**src/rtl/uart_rx_pkg.sv**
```systemverilog
// rtl/uart_rx_pkg.sv - UART line levels and receiver state encoding
package uart_rx_pkg;

  localparam logic START_BIT = 1'b0;
  localparam logic STOP_BIT  = 1'b1;
  localparam logic IDLE_BIT  = 1'b1;

  typedef enum logic [2:0] {
    RX_IDLE  = 3'd0,
    RX_START = 3'd1,
    RX_DATA  = 3'd2,
    RX_STOP  = 3'd3,
    RX_BREAK = 3'd4
  } rx_state_t;

endpackage

```
**src/rtl/uart_rx_sync.sv**
```systemverilog
// rtl/uart_rx_sync.sv - two-flop synchroniser for the serial line, resets to idle level
module uart_rx_sync
  import uart_rx_pkg::*;
(
  input  logic clk,
  input  logic rst,
  input  logic din,
  output logic dout
);

  logic meta;

  always_ff @(posedge clk) begin
    if (rst) begin
      meta <= IDLE_BIT;
      dout <= IDLE_BIT;
    end else begin
      meta <= din;
      dout <= meta;
    end
  end

endmodule

```
**src/rtl/uart_rx.sv**
```systemverilog
// rtl/uart_rx.sv - oversampled UART receiver with valid/read handshake and error flags
module uart_rx
  import uart_rx_pkg::*;
#(
  parameter int WIDTH      = 8,
  parameter int OVERSAMPLE = 16
) (
  input  logic             i_clk,
  input  logic             i_rst,
  input  logic             i_stb,
  input  logic             i_uart_rx,
  input  logic             i_rd,
  output logic [WIDTH-1:0] o_data,
  output logic             o_valid,
  output logic             o_busy,
  output logic             o_frame_err,
  output logic             o_overrun
);

  localparam int CW = $clog2(OVERSAMPLE);
  localparam int IW = $clog2(WIDTH + 1);
  localparam logic [CW-1:0] CNT_MID  = CW'(OVERSAMPLE / 2 - 1);
  localparam logic [CW-1:0] CNT_END  = CW'(OVERSAMPLE - 1);
  localparam logic [IW-1:0] IDX_LAST = IW'(WIDTH - 1);

  logic             rx_s;
  rx_state_t        state, state_n;
  logic [CW-1:0]    cnt, cnt_n;
  logic [IW-1:0]    idx, idx_n;
  logic [WIDTH-1:0] shreg, shreg_n;
  logic             deliver, frame_bad;

  uart_rx_sync u_sync (
    .clk  (i_clk),
    .rst  (i_rst),
    .din  (i_uart_rx),
    .dout (rx_s)
  );

  always_ff @(posedge i_clk) begin
    if (i_rst) begin
      state <= RX_IDLE;
      cnt   <= '0;
      idx   <= '0;
      shreg <= '0;
    end else begin
      state <= state_n;
      cnt   <= cnt_n;
      idx   <= idx_n;
      shreg <= shreg_n;
    end
  end

  always_comb begin
    state_n   = state;
    cnt_n     = cnt;
    idx_n     = idx;
    shreg_n   = shreg;
    deliver   = 1'b0;
    frame_bad = 1'b0;
    if (i_stb) begin
      unique case (state)
        RX_IDLE: begin
          if (rx_s == START_BIT) begin
            state_n = RX_START;
            cnt_n   = '0;
          end
        end
        RX_START: begin
          // Re-check the line mid start bit to reject short glitches
          if (cnt == CNT_MID) begin
            cnt_n = '0;
            idx_n = '0;
            state_n = (rx_s == START_BIT) ? RX_DATA : RX_IDLE;
          end else begin
            cnt_n = cnt + 1'b1;
          end
        end
        RX_DATA: begin
          if (cnt == CNT_END) begin
            shreg_n = {rx_s, shreg[WIDTH-1:1]};
            cnt_n   = '0;
            idx_n   = idx + 1'b1;
            if (idx == IDX_LAST) state_n = RX_STOP;
          end else begin
            cnt_n = cnt + 1'b1;
          end
        end
        RX_STOP: begin
          if (cnt == CNT_END) begin
            cnt_n = '0;
            if (rx_s == STOP_BIT) begin
              deliver = 1'b1;
              state_n = RX_IDLE;
            end else begin
              frame_bad = 1'b1;
              state_n   = RX_BREAK;
            end
          end else begin
            cnt_n = cnt + 1'b1;
          end
        end
        RX_BREAK: begin
          // Wait out a held-low line so it cannot look like a new start bit
          if (rx_s == IDLE_BIT) state_n = RX_IDLE;
        end
        default: state_n = RX_IDLE;
      endcase
    end
  end

  always_ff @(posedge i_clk) begin
    if (i_rst) begin
      o_data      <= '0;
      o_valid     <= 1'b0;
      o_frame_err <= 1'b0;
      o_overrun   <= 1'b0;
    end else begin
      if (deliver) begin
        o_data      <= shreg;
        o_valid     <= 1'b1;
        o_frame_err <= 1'b0;
        // A read in the delivery cycle consumes the old word, so no overrun
        if (o_valid && !i_rd) o_overrun <= 1'b1;
        else if (o_valid)     o_overrun <= 1'b0;
      end else if (i_rd && o_valid) begin
        o_valid   <= 1'b0;
        o_overrun <= 1'b0;
      end
      if (frame_bad) o_frame_err <= 1'b1;
    end
  end

  assign o_busy = (state != RX_IDLE);

endmodule
```
**config.mk**
```make
export PLATFORM = sky130hd
export DESIGN_NAME = uart_rx
export DESIGN_NICKNAME = d
export VERILOG_FILES = /design/src/rtl/uart_rx_pkg.sv /design/src/rtl/uart_rx_sync.sv /design/src/rtl/uart_rx.sv
export SDC_FILE = /design/constraint.sdc
export NUM_CORES = 1
export LEC_CHECK = 0
export ABC_CLOCK_PERIOD_IN_PS = 4500
export CORE_MARGIN = 1
export CORE_UTILIZATION = 56
export DETAILED_ROUTE_END_ITERATION = 6
export GPL_TIMING_DRIVEN = 1
export PLACE_DENSITY = 0.89
export RECOVER_POWER = 25
export SYNTH_ARGS = -nofsm -noshare
export SYNTH_HDL_FRONTEND = slang
export SYNTH_SLANG_ARGS = --single-unit
```
**constraint.sdc**
```tcl
create_clock -name i_clk -period 4.5 [get_ports i_clk]
set_input_delay 0.675 -clock i_clk [delete_from_list [all_inputs] [get_ports i_clk]]
set_output_delay 0.675 -clock i_clk [all_outputs]
set_load 0.01 [all_outputs]
```
==> results of run 1 <==
-- layout make-up --
cell class	instances	share of cell area (%)
Multi-Input combinational cell	123	42.6
Sequential cell	32	40.0
Timing Repair Buffer	16	9.99
Clock inverter	3	2.65
Clock buffer	5	2.34
Tap cell	28	2.19
Inverter	1	0.234
-- synth_stat cells (2+ instances only) --
master     instances
nand3_1            4
nand3b_1           2
a2bb2oi_1          2
o21ai_0            3
dfxtp_1           32
nand2b_1           4
nand2_1           41
nor2_1             5
or2_2              3
a21oi_1           24
ha_1               2
a22oi_1            2
nor3b_1            2
nor2b_1            4
clkbuf_1           4
buf_2              3
a211oi_1           2
nor3_1             2
-- power breakdown --
part	leakage (nW)	internal (mW)	switching, mW
Clock	0.0412	0.116	0.0987
Sequential	0.258	0.284	0.00166
Combinational	0.249	0.00676	0.00851
-- final timing paths --
path / from / end / slack (ns)
worst max-delay path: state[0] / o_busy / 2.19
worst min register to register: u_sync.meta / u_sync.dout / 0.44
worst min-delay path: u_sync.meta / u_sync.dout / 0.44
worst max register to register: state[1] / idx[2] / 2.40
-- registers in the layout (all words and copies together) (netlist names), 3 cells and up --
signal  cells
shreg       8
state       3
idx         4
o_data      8
cnt         4
-- layer usage --
metal / track usage (%) / vias to the layer above
met3: 6.55 / 4
met1: 29.0 / 572
met4: 8.11 / 0
met2: 40.5 / 19
met5: 0 / -
li1: - / 603
-- cells by family after synthesis --
logic type,share of synthesized area [%]
compound gates,20.3
xor+xnor,0.642
fa+ha+maj,1.83
buf+inv,3.02
flops,46.9
simple gates,27.3
-- critical path: cells and delay by family (launching register included) --
family                 cells  cell delay (ns)
flip-flops                 1             0.57
AND/OR/NAND/NOR            2             0.23
buffers and inverters      1             0.52
-- through the flow --
step | power, mW | hold WS (ns) | worst slack (ns)
floorplan | 0.301 | 0.389 | 2.83
global placement | 0.307 | 0.395 | 1.88
detailed placement | 0.308 | 0.415 | 1.74
CTS | 0.520 | 0.440 | 2.09
global route | 0.535 | 0.456 | 2.06
finish | 0.516 | 0.437 | 2.19
==> results.json, run 1 <==
{
  "synth_cell_types": 41,
  "hold_path_depth": 1,
  "end_kind": "output port",
  "cts_htree_levels": 2,
  "pwr_density_cell_nw_per_um2": 322,
  "syn_area_per_cell_sq_um": 8.32,
  "synth_ff_type": "dfxtp_1",
  "dieWidth_um": 51.4,
  "required_ns": 3.83,
  "grt_overflow": 0,
  "grt_max_degree": 34,
  "yosysTopAreaCell": "dfxtp_1",
  "boundaryPins": 17,
  "synth.top_cell.area_share_pct": 46.9,
  "final_cell_area_sq_um": 1600,
  "num-fill-cells": 197,
  "rsz0062_at_grt": "no",
  "synthesis.nets": 171,
  "netlist_area_sq_um": 1370,
  "min_path_type": "reg2reg",
  "worstSkewPairLatency_ns": 0.32,
  "cts_tree": "yes",
  "ir_worst_vdd_mv": 0.232,
  "timing.fmax_mhz": 432,
  "cpPeakStageDelay_ns": 0.57,
  "fp.dieH_um": 51.4,
  "final_cell_mix": "nand2_1, dfxtp_1, a21oi_1, dlygate4sd3_1, clkdlybuf4s50_1",
  "post-cts-setup-buffers": 0,
  "ctsResizeCount": 0,
  "finalHoldViolCount": 0,
  "highest_layer": "met4",
  "wl_met3_um": 97,
  "grt_antenna_before_repair": 0,
  "cts-buffers-inserted": 5,
  "startpoint_type": "register",
  "period_needed_ns": 2.31,
  "synth.area.top_cells": "dfxtp_1, nand2_1, a21oi_1, ha_1, nand2b_1",
  "first_iter_violations": 48,
  "hpwl_um": 1940,
  "rows": 17,
  "grt_pass1_vias": 1053,
  "ys_seq_area_share_pct": 46.9,
  "viasPerCell": 5.76,
  "syn2layout_area_growth_pct": 17.4,
  "status": "finished clean",
  "cp_max_fo": 13,
  "gp_congestion": 0.835,
  "fin_crit_sh_pct": 51.4,
  "placed_cells": 200,
  "nNetsFinal": 186,
  "drive_above_1_share_pct": 8.89,
  "yosys_warnings": 0,
  "first_pass_iters": 4,
  "antenna_cells": 0,
  "tightestPinTransition_ns": 1.10,
  "root_buffer": "clkbuf_4",
  "place_area_sq_um": 1520,
  "synthArstFlopShare_pct": 0,
  "num_vias": 1198,
  "detail-route-antenna-nets": 0,
  "holdBufCountCts": 0,
  "cap_violations": 0,
  "synth_enable_flop_cells": 0,
  "path_clk_slew_ns": 0.10,
  "slew_headroom_pct": 26.8,
  "core_sq_um": 2250,
  "initial_core_util_pct": 60.5,
  "slew_violations": 0,
  "placement.io_buffers": 16,
  "wl_per_cell_um": 13.4,
  "setup_tns_ns": 0,
  "clockBufferDepth": 2,
  "ys_seq_elements": 32,
  "finClkSkew_ns": 0.00881,
  "arrival_ns": 1.64,
  "setup_viol_count_final": 0,
  "post-route-drc-count": 0,
  "multi_input_area_sq_um": 683,
  "utilization_pct": 71.1,
  "rr_worst_depth": 4,
  "syn_inst": 164,
  "wl_um": 2790,
  "route.met2.wl_um": 1410,
  "critPathKind": "reg2out",
  "register_area_sq_um": 641,
  "cp_cell_sequence": "nor2_1, nand2_1, clkdlybuf4s50_1",
  "layout_commonest_cell": "nand2_1",
  "die_area_sq_um": 2640,
  "drt-met1-wl_um": 1260,
  "cts.sink_count": 32,
  "finalNonFillerCells": 208,
  "cp_slowest_cell": "dfxtp_1",
  "grt.total_usage_pct": 23.9,
  "grt_pass1_wl_um": 4600,
  "p_leak_nw": 0.548
}
Power figures use the tool's default switching activity.
==> inputs of run 2 (changes only) <==
ABC_CLOCK_PERIOD_IN_PS = 2000   (was 4500)
CORE_UTILIZATION = 48   (was 56)
PLACE_DENSITY = 0.82   (was 0.89)
clock period = 2 ns   (was 4.5 ns; I/O delays follow)
==> run 2 against run 1 <==
Net effect: highest routed layer unchanged; hold slack lost 0.022 ns; wire length increased by 3.4%; critical path depth up 1; sequential cell count did not move; critical endpoint unchanged; global-route usage shrank 3.8 points; non-clock buffer count rose by 6; clock power is 78% higher; setup slack worse by 2.0 ns; sequential share of layout area decreased by 0.48 points; register-to-register slack got worse by 2.1 ns.
==> results.json, run 2 (synthesis gave the netlist of run 1 again) <==
{
  "cpPeakStageDelay_ns": 0.47,
  "boundaryPins": 17,
  "initial_core_util_pct": 52.7,
  "grt_max_degree": 33,
  "arrival_ns": 1.55,
  "status": "finished clean",
  "tightestPinTransition_ns": 0.614,
  "gp_congestion": 0.865,
  "period_needed_ns": 1.85,
  "finalHoldViolCount": 0,
  "clockBufferDepth": 2,
  "critPathKind": "reg2out",
  "final_cell_area_sq_um": 1630,
  "wl_um": 2890,
  "placed_cells": 208,
  "rows": 18,
  "nNetsFinal": 192,
  "timing.fmax_mhz": 541,
  "grt_pass1_vias": 1143,
  "detail-route-antenna-nets": 0,
  "hold_path_depth": 1,
  "p_leak_nw": 0.558,
  "final_cell_mix": "nand2_1, dfxtp_1, a21oi_1, clkdlybuf4s50_1, dlygate4sd3_1",
  "cts_htree_levels": 2,
  "startpoint_type": "register",
  "worstSkewPairLatency_ns": 0.33,
  "grt_antenna_before_repair": 0,
  "finalNonFillerCells": 216,
  "post-route-drc-count": 0,
  "first_iter_violations": 50,
  "required_ns": 1.70,
  "worst_hold_slack_ns": 0.415,
  "syn2layout_area_growth_pct": 19.1,
  "core_sq_um": 2590,
  "holdBufCountCts": 0,
  "hold_end": "u_sync.dout",
  "reg2reg_from": "cnt[0]",
  "ir_worst_vdd_mv": 0.540,
  "dieWidth_um": 55.3,
  "viasPerCell": 5.65,
  "setup_viol_count_final": 0,
  "die_area_sq_um": 3060,
  "cts-buffers-inserted": 5,
  "top_regs": "o_data: 8 flops, shreg: 8 flops",
  "hp-start": "u_sync.meta",
  "cp_cell_sequence": "buf_4, nor2_1, nand2_1, clkdlybuf4s50_1",
  "min_path_type": "reg2reg",
  "pwr_density_cell_nw_per_um2": 653,
  "place_area_sq_um": 1570,
  "grt_overflow": 0,
  "cp_slowest_cell": "clkdlybuf4s50_1",
  "finClkSkew_ns": 0.00589,
  "drive_above_1_share_pct": 11.3,
  "end_kind": "output port",
  "power.total_mw": 1.06,
  "cts_tree": "yes",
  "slew_violations": 0,
  "placement.io_buffers": 16,
  "grt_pass1_wl_um": 4880,
  "cts.sink_count": 32,
  "grt.total_usage_pct": 20.1,
  "hpwl_um": 2020,
  "fp.dieH_um": 55.3,
  "wl_per_cell_um": 13.4,
  "rrSetupSlack_ns": 0.26,
  "num_vias": 1220,
  "first_pass_iters": 4,
  "antenna_cells": 0,
  "layout_commonest_cell": "nand2_1",
  "fin_crit_sh_pct": 92.4,
  "slew_headroom_pct": 59.1,
  "cap_violations": 0,
  "setup_tns_ns": 0,
  "rsz0062_at_grt": "no",
  "path_clk_slew_ns": 0.09,
  "rr_worst_depth": 5,
  "r2r-end": "state[1]",
  "cp_max_fo": 12,
  "root_buffer": "clkbuf_4"
}
==> run 2: cell types whose count changed in the layout (fill, tap and decap cells not counted) <==
cell,delta
and4_2,-1
dfxtp_1,-1
clkinv_2,+1
and4_1,+1
bufinv_16,-1
dfxtp_2,+1
dlygate4sd3_1,-3
clkbuf_8,+1
clkinvlp_4,-1
buf_4,+4
clkbuf_1,+1
clkdlybuf4s50_1,+3
clkbuf_2,+1
==> run 2: layout make-up <==
| cell class | count | area [sq um] |
|---|---|---|
| Multi-Input combinational cell | 123 | 682 |
| Sequential cell | 32 | 642 |
| Timing Repair Buffer | 22 | 199 |
| Fill cell | 223 | 965 |
| Tap cell | 30 | 37.5 |
| Clock inverter | 2 | 10.0 |
| Clock buffer | 6 | 51.3 |
| Inverter | 1 | 3.75 |
==> run 2: layer usage <==
layer	part of all wire (%)	GRT usage, %	routed length, um
met5	0	0	0
met2	50	32.7	1430
met4	1.6	11.1	46
met3	4.6	4.92	134
met1	44	24.3	1280
==> run 2: report_power, final <==
group | internal [mW] | total (mW) | switching, mW | leakage, nW
Sequential | 0.639 | 0.641 | 0.00219 | 0.259
Combinational | 0.0162 | 0.0375 | 0.0213 | 0.262
Clock | 0.167 | 0.382 | 0.215 | 0.0380
==> run 2: worst max-delay path, delay by kind of cell (launching register included) <==
family	cells	cell delay (ns)
buffers and inverters	2	0.64
DFF	1	0.32
and+or+nand+nor	2	0.26
==> run 2: through the flow <==
| step | utilization, % | setup slack (ns) |
|---|---|---|
| floorplan | - | 0.436 |
| global placement | 60.6 | 0.134 |
| global route | 62.8 | 0.0644 |
| CTS | 63.0 | 0.0572 |
| detailed placement | 60.6 | 0.0187 |
| finish | 62.8 | 0.152 |
==> run 2: worst max path at each step <==
stage	from	to	slack, ns	depth (start not counted)
2_1_floorplan	cnt[0]	o_overrun	0.44	7
3_3_place_gp	i_stb	cnt[3]	0.13	5
3_5_place_dp	i_stb	cnt[3]	0.02	5
4_1_cts	state[1]	o_busy	0.06	3
5_1_grt	state[0]	o_busy	0.06	4
6_report	state[0]	o_busy	0.15	4
==> run 2: what timing repair did <==
item                       in CTS  in global routing
hold endpoints to repair        0                  0
setup buffers                   0                  0
setup endpoints to repair       0                  1
resized for setup               0                  1
==> edit: new RTL, flow settings as in run 2 <==
Reset style: asynchronous (`i_rst` and `rst`), changed in 3 clocked blocks. Comments in the files are not updated.
--- a/src/rtl/uart_rx_sync.sv
+++ b/src/rtl/uart_rx_sync.sv
@@ -10,7 +10,7 @@
 
   logic meta;
 
-  always_ff @(posedge clk) begin
+  always_ff @(posedge clk or posedge rst) begin
     if (rst) begin
       meta <= IDLE_BIT;
       dout <= IDLE_BIT;
--- a/src/rtl/uart_rx.sv
+++ b/src/rtl/uart_rx.sv
@@ -37,7 +37,7 @@
     .dout (rx_s)
   );
 
-  always_ff @(posedge i_clk) begin
+  always_ff @(posedge i_clk or posedge i_rst) begin
     if (i_rst) begin
       state <= RX_IDLE;
       cnt   <= '0;
@@ -109,7 +109,7 @@
     end
   end
 
-  always_ff @(posedge i_clk) begin
+  always_ff @(posedge i_clk or posedge i_rst) begin
     if (i_rst) begin
       o_data      <= '0;
       o_valid     <= 1'b0;
Formal check against the unedited RTL: differs if i_rst is asserted again (counterexample within 4 cycles, from zero or initial values and one cycle with i_rst high); with i_rst held inactive, the same outputs for 10 cycles.
==> edit against run 2 <==
Synthesized area grew 7.7%; hold slack lost 49 ps; cell count shrank 19%; routed wire length shrank 4.7%; design area grew 7.9%; sequential cell count is the same; synthesized cell count shrank 28%; clock skew grew 3.7 ps; worst setup slack lost 110 ps; non-clock buffer count is the same; highest routed layer unchanged.
Power is not compared: it rests on default switching activity, and its combinational part moved more than twofold at a synthesized area within 25%.
==> edit: results (changes against run 2) <==
Min-Delay Path Class = reg -> reg (unchanged)
syn_area_per_cell = 12.5 um2 (was 8.32 um2)
Via density = 5.79 (was 5.65)
Critical Path End = o_busy (unchanged)
register area share after synthesis = 54.6% (was 46.9%)
layout cells sized above 1 = 32.2% (was 11.3%)
n_diodes = 0 (unchanged)
Critical Path AT = 1660 ps (was 1550 ps)
critical path's slowest cell = dfrtp_2 (was clkdlybuf4s50_1)
Synth warnings = 0 (unchanged)
Top Registers = o_data: 8 flops, shreg: 8 flops (unchanged)
Setup WS pre-CTS = 42.2 ps (was 18.7 ps)
FFs w/ async S/R, synth = 100% (was 0%)
first-pass GRT wire length = 4510 um (was 4880 um)
FF-to-FF End = shreg[3]$_DFFE_PP0P_ (was state[1]$_SDFFE_PP0P_)
DRT Wirelength = 2750 um (was 2890 um)
Final Cell Area = 1750 um2 (was 1630 um2)
Synth area leaders = dfrtp_1, mux2_2, dfstp_2 (was dfxtp_1, nand2_1, a21oi_1)
Max Buffers Root-to-Sink = 2 (unchanged)
Slew @ Worst Pin = 772 ps (was 614 ps)
Clock Skew = 9.59 ps (was 5.89 ps)
hold endpoint = u_sync.dout$_DFF_PP1_ (was u_sync.dout$_SDFF_PP1_)
routed length per placed instance = 15.8 um (was 13.4 um)
CTS clk-pin slew, worst paths = 110 ps (was 90 ps)
slowest stage delay, CP = 490 ps (was 470 ps)
initial antenna violation count = 0 (unchanged)
commonest cells in the netlist = dfrtp_1, mux2_2, nand2_1, inv_1 (was nand2_1, dfxtp_1, a21oi_1, nor2_1)
status = finished, final reports clean (unchanged)
Leak = 0.812 nW
WHS = 366 ps (was 415 ps)
r2r startpoint = cnt[0]$_DFFE_PP0P_ (was cnt[0]$_SDFFE_PP0P_)
number of global-route vias before repair = 1,021 (was 1,143)
dpl cells = 165 (was 208)
1st-iter DRT viols = 34 (was 50)
placed cell areas = 1690 um2 (was 1570 um2)
count of different cell masters after synthesis = 39 (was 41)
Critical Path Start = state[2]$_DFFE_PP0P_ (was state[0]$_SDFFE_PP0P_)
worst skew pair latency = 350 ps (was 330 ps)
critical path's top delay family = flip-flops (was buffers and inverters)
origin of the worst min-delay path = u_sync.meta$_DFF_PP1_ (was u_sync.meta$_SDFF_PP1_)
worst reg2reg setup slack = 250 ps
prevailing post-synth register cell = dfrtp_1 (was dfxtp_1)
Syn Nets = 125 (was 171)
hold path cells = 0 (was 1)
setup violators final = 0 (unchanged)
Max H-tree Level = 2 (unchanged)
worst r2r path cells = 5 (unchanged)
drt first pass iters = 4 (unchanged)
Crit Path Max Fanout = 8 (was 12)
Layout Nets = 149 (was 192)
GRT Overall Usage = 18.5% (was 20.1%)
GP Congestion = 0.832 (was 0.865)
Net Switching = 0.000556 W
CTS Root Cell = clkbuf_4 (unchanged)
FILL cells = 223 (unchanged)
Port Buffers = 16 (unchanged)
Final Cycle Share = 98.1% (was 92.4%)
HPWL Detailed = 1840 um (was 2020 um)
Peak supply drop = 0.000533 V
edit: power by group through the flow:
stage | Clock, W | Sequential [W] | Combinational [W]
after floorplan | 0 | 0.000811 | 0.000304
after global placement | 0 | 0.000836 | 0.000364
after detailed placement | 0 | 0.000846 | 0.000387
after CTS | 0.000397 | 0.000834 | 0.000392
after global routing | 0.000423 | 0.000847 | 0.000439
final | 0.000387 | 0.000835 | 0.000398
edit: timing repair:
| action | CTS | global route |
|---|---|---|
| gates resized for setup | 1 | 1 |
| endpoints found under the setup margin | 1 | 1 |
| buffers inserted | 0 | 1 |
| gates cloned | 0 | 0 |
edit: metal layers:
metal  GRT usage (%)  vias to the layer above  wire, um
met1            22.8                      499      1220
met5               0                        -         0
li1                -                      476         -
met2            28.2                       29      1370
met4            8.01                        0        29
met3            7.94                        4       134
edit: layout make-up:
| class | instances | area [um2] | share of cell area, % |
|---|---|---|---|
| well taps | 31 | 38.8 | 2.21 |
| flip-flops and latches | 32 | 806 | 45.9 |
| repair buffers | 22 | 215 | 12.3 |
| inverters | 7 | 26.3 | 1.50 |
| multi-input cells | 74 | 607 | 34.6 |
| clock buffers | 5 | 37.5 | 2.14 |
| clock inverters | 3 | 23.8 | 1.36 |
edit: logic make-up after synthesis:
kind of cell	Yosys count	share of synthesized area, %
compound gates	23	12.3
buf+inv	12	4.09
mux	20	15.0
simple gates	29	12.3
flops	32	54.6
fa+ha+maj	2	1.70
edit: worst reg2reg max path, stage by stage (launching register included):
cell	delay [ps]
dfrtp_1	410
ha_1	260
and4_4	260
nor3b_4	220
buf_12	160
mux2_2	340
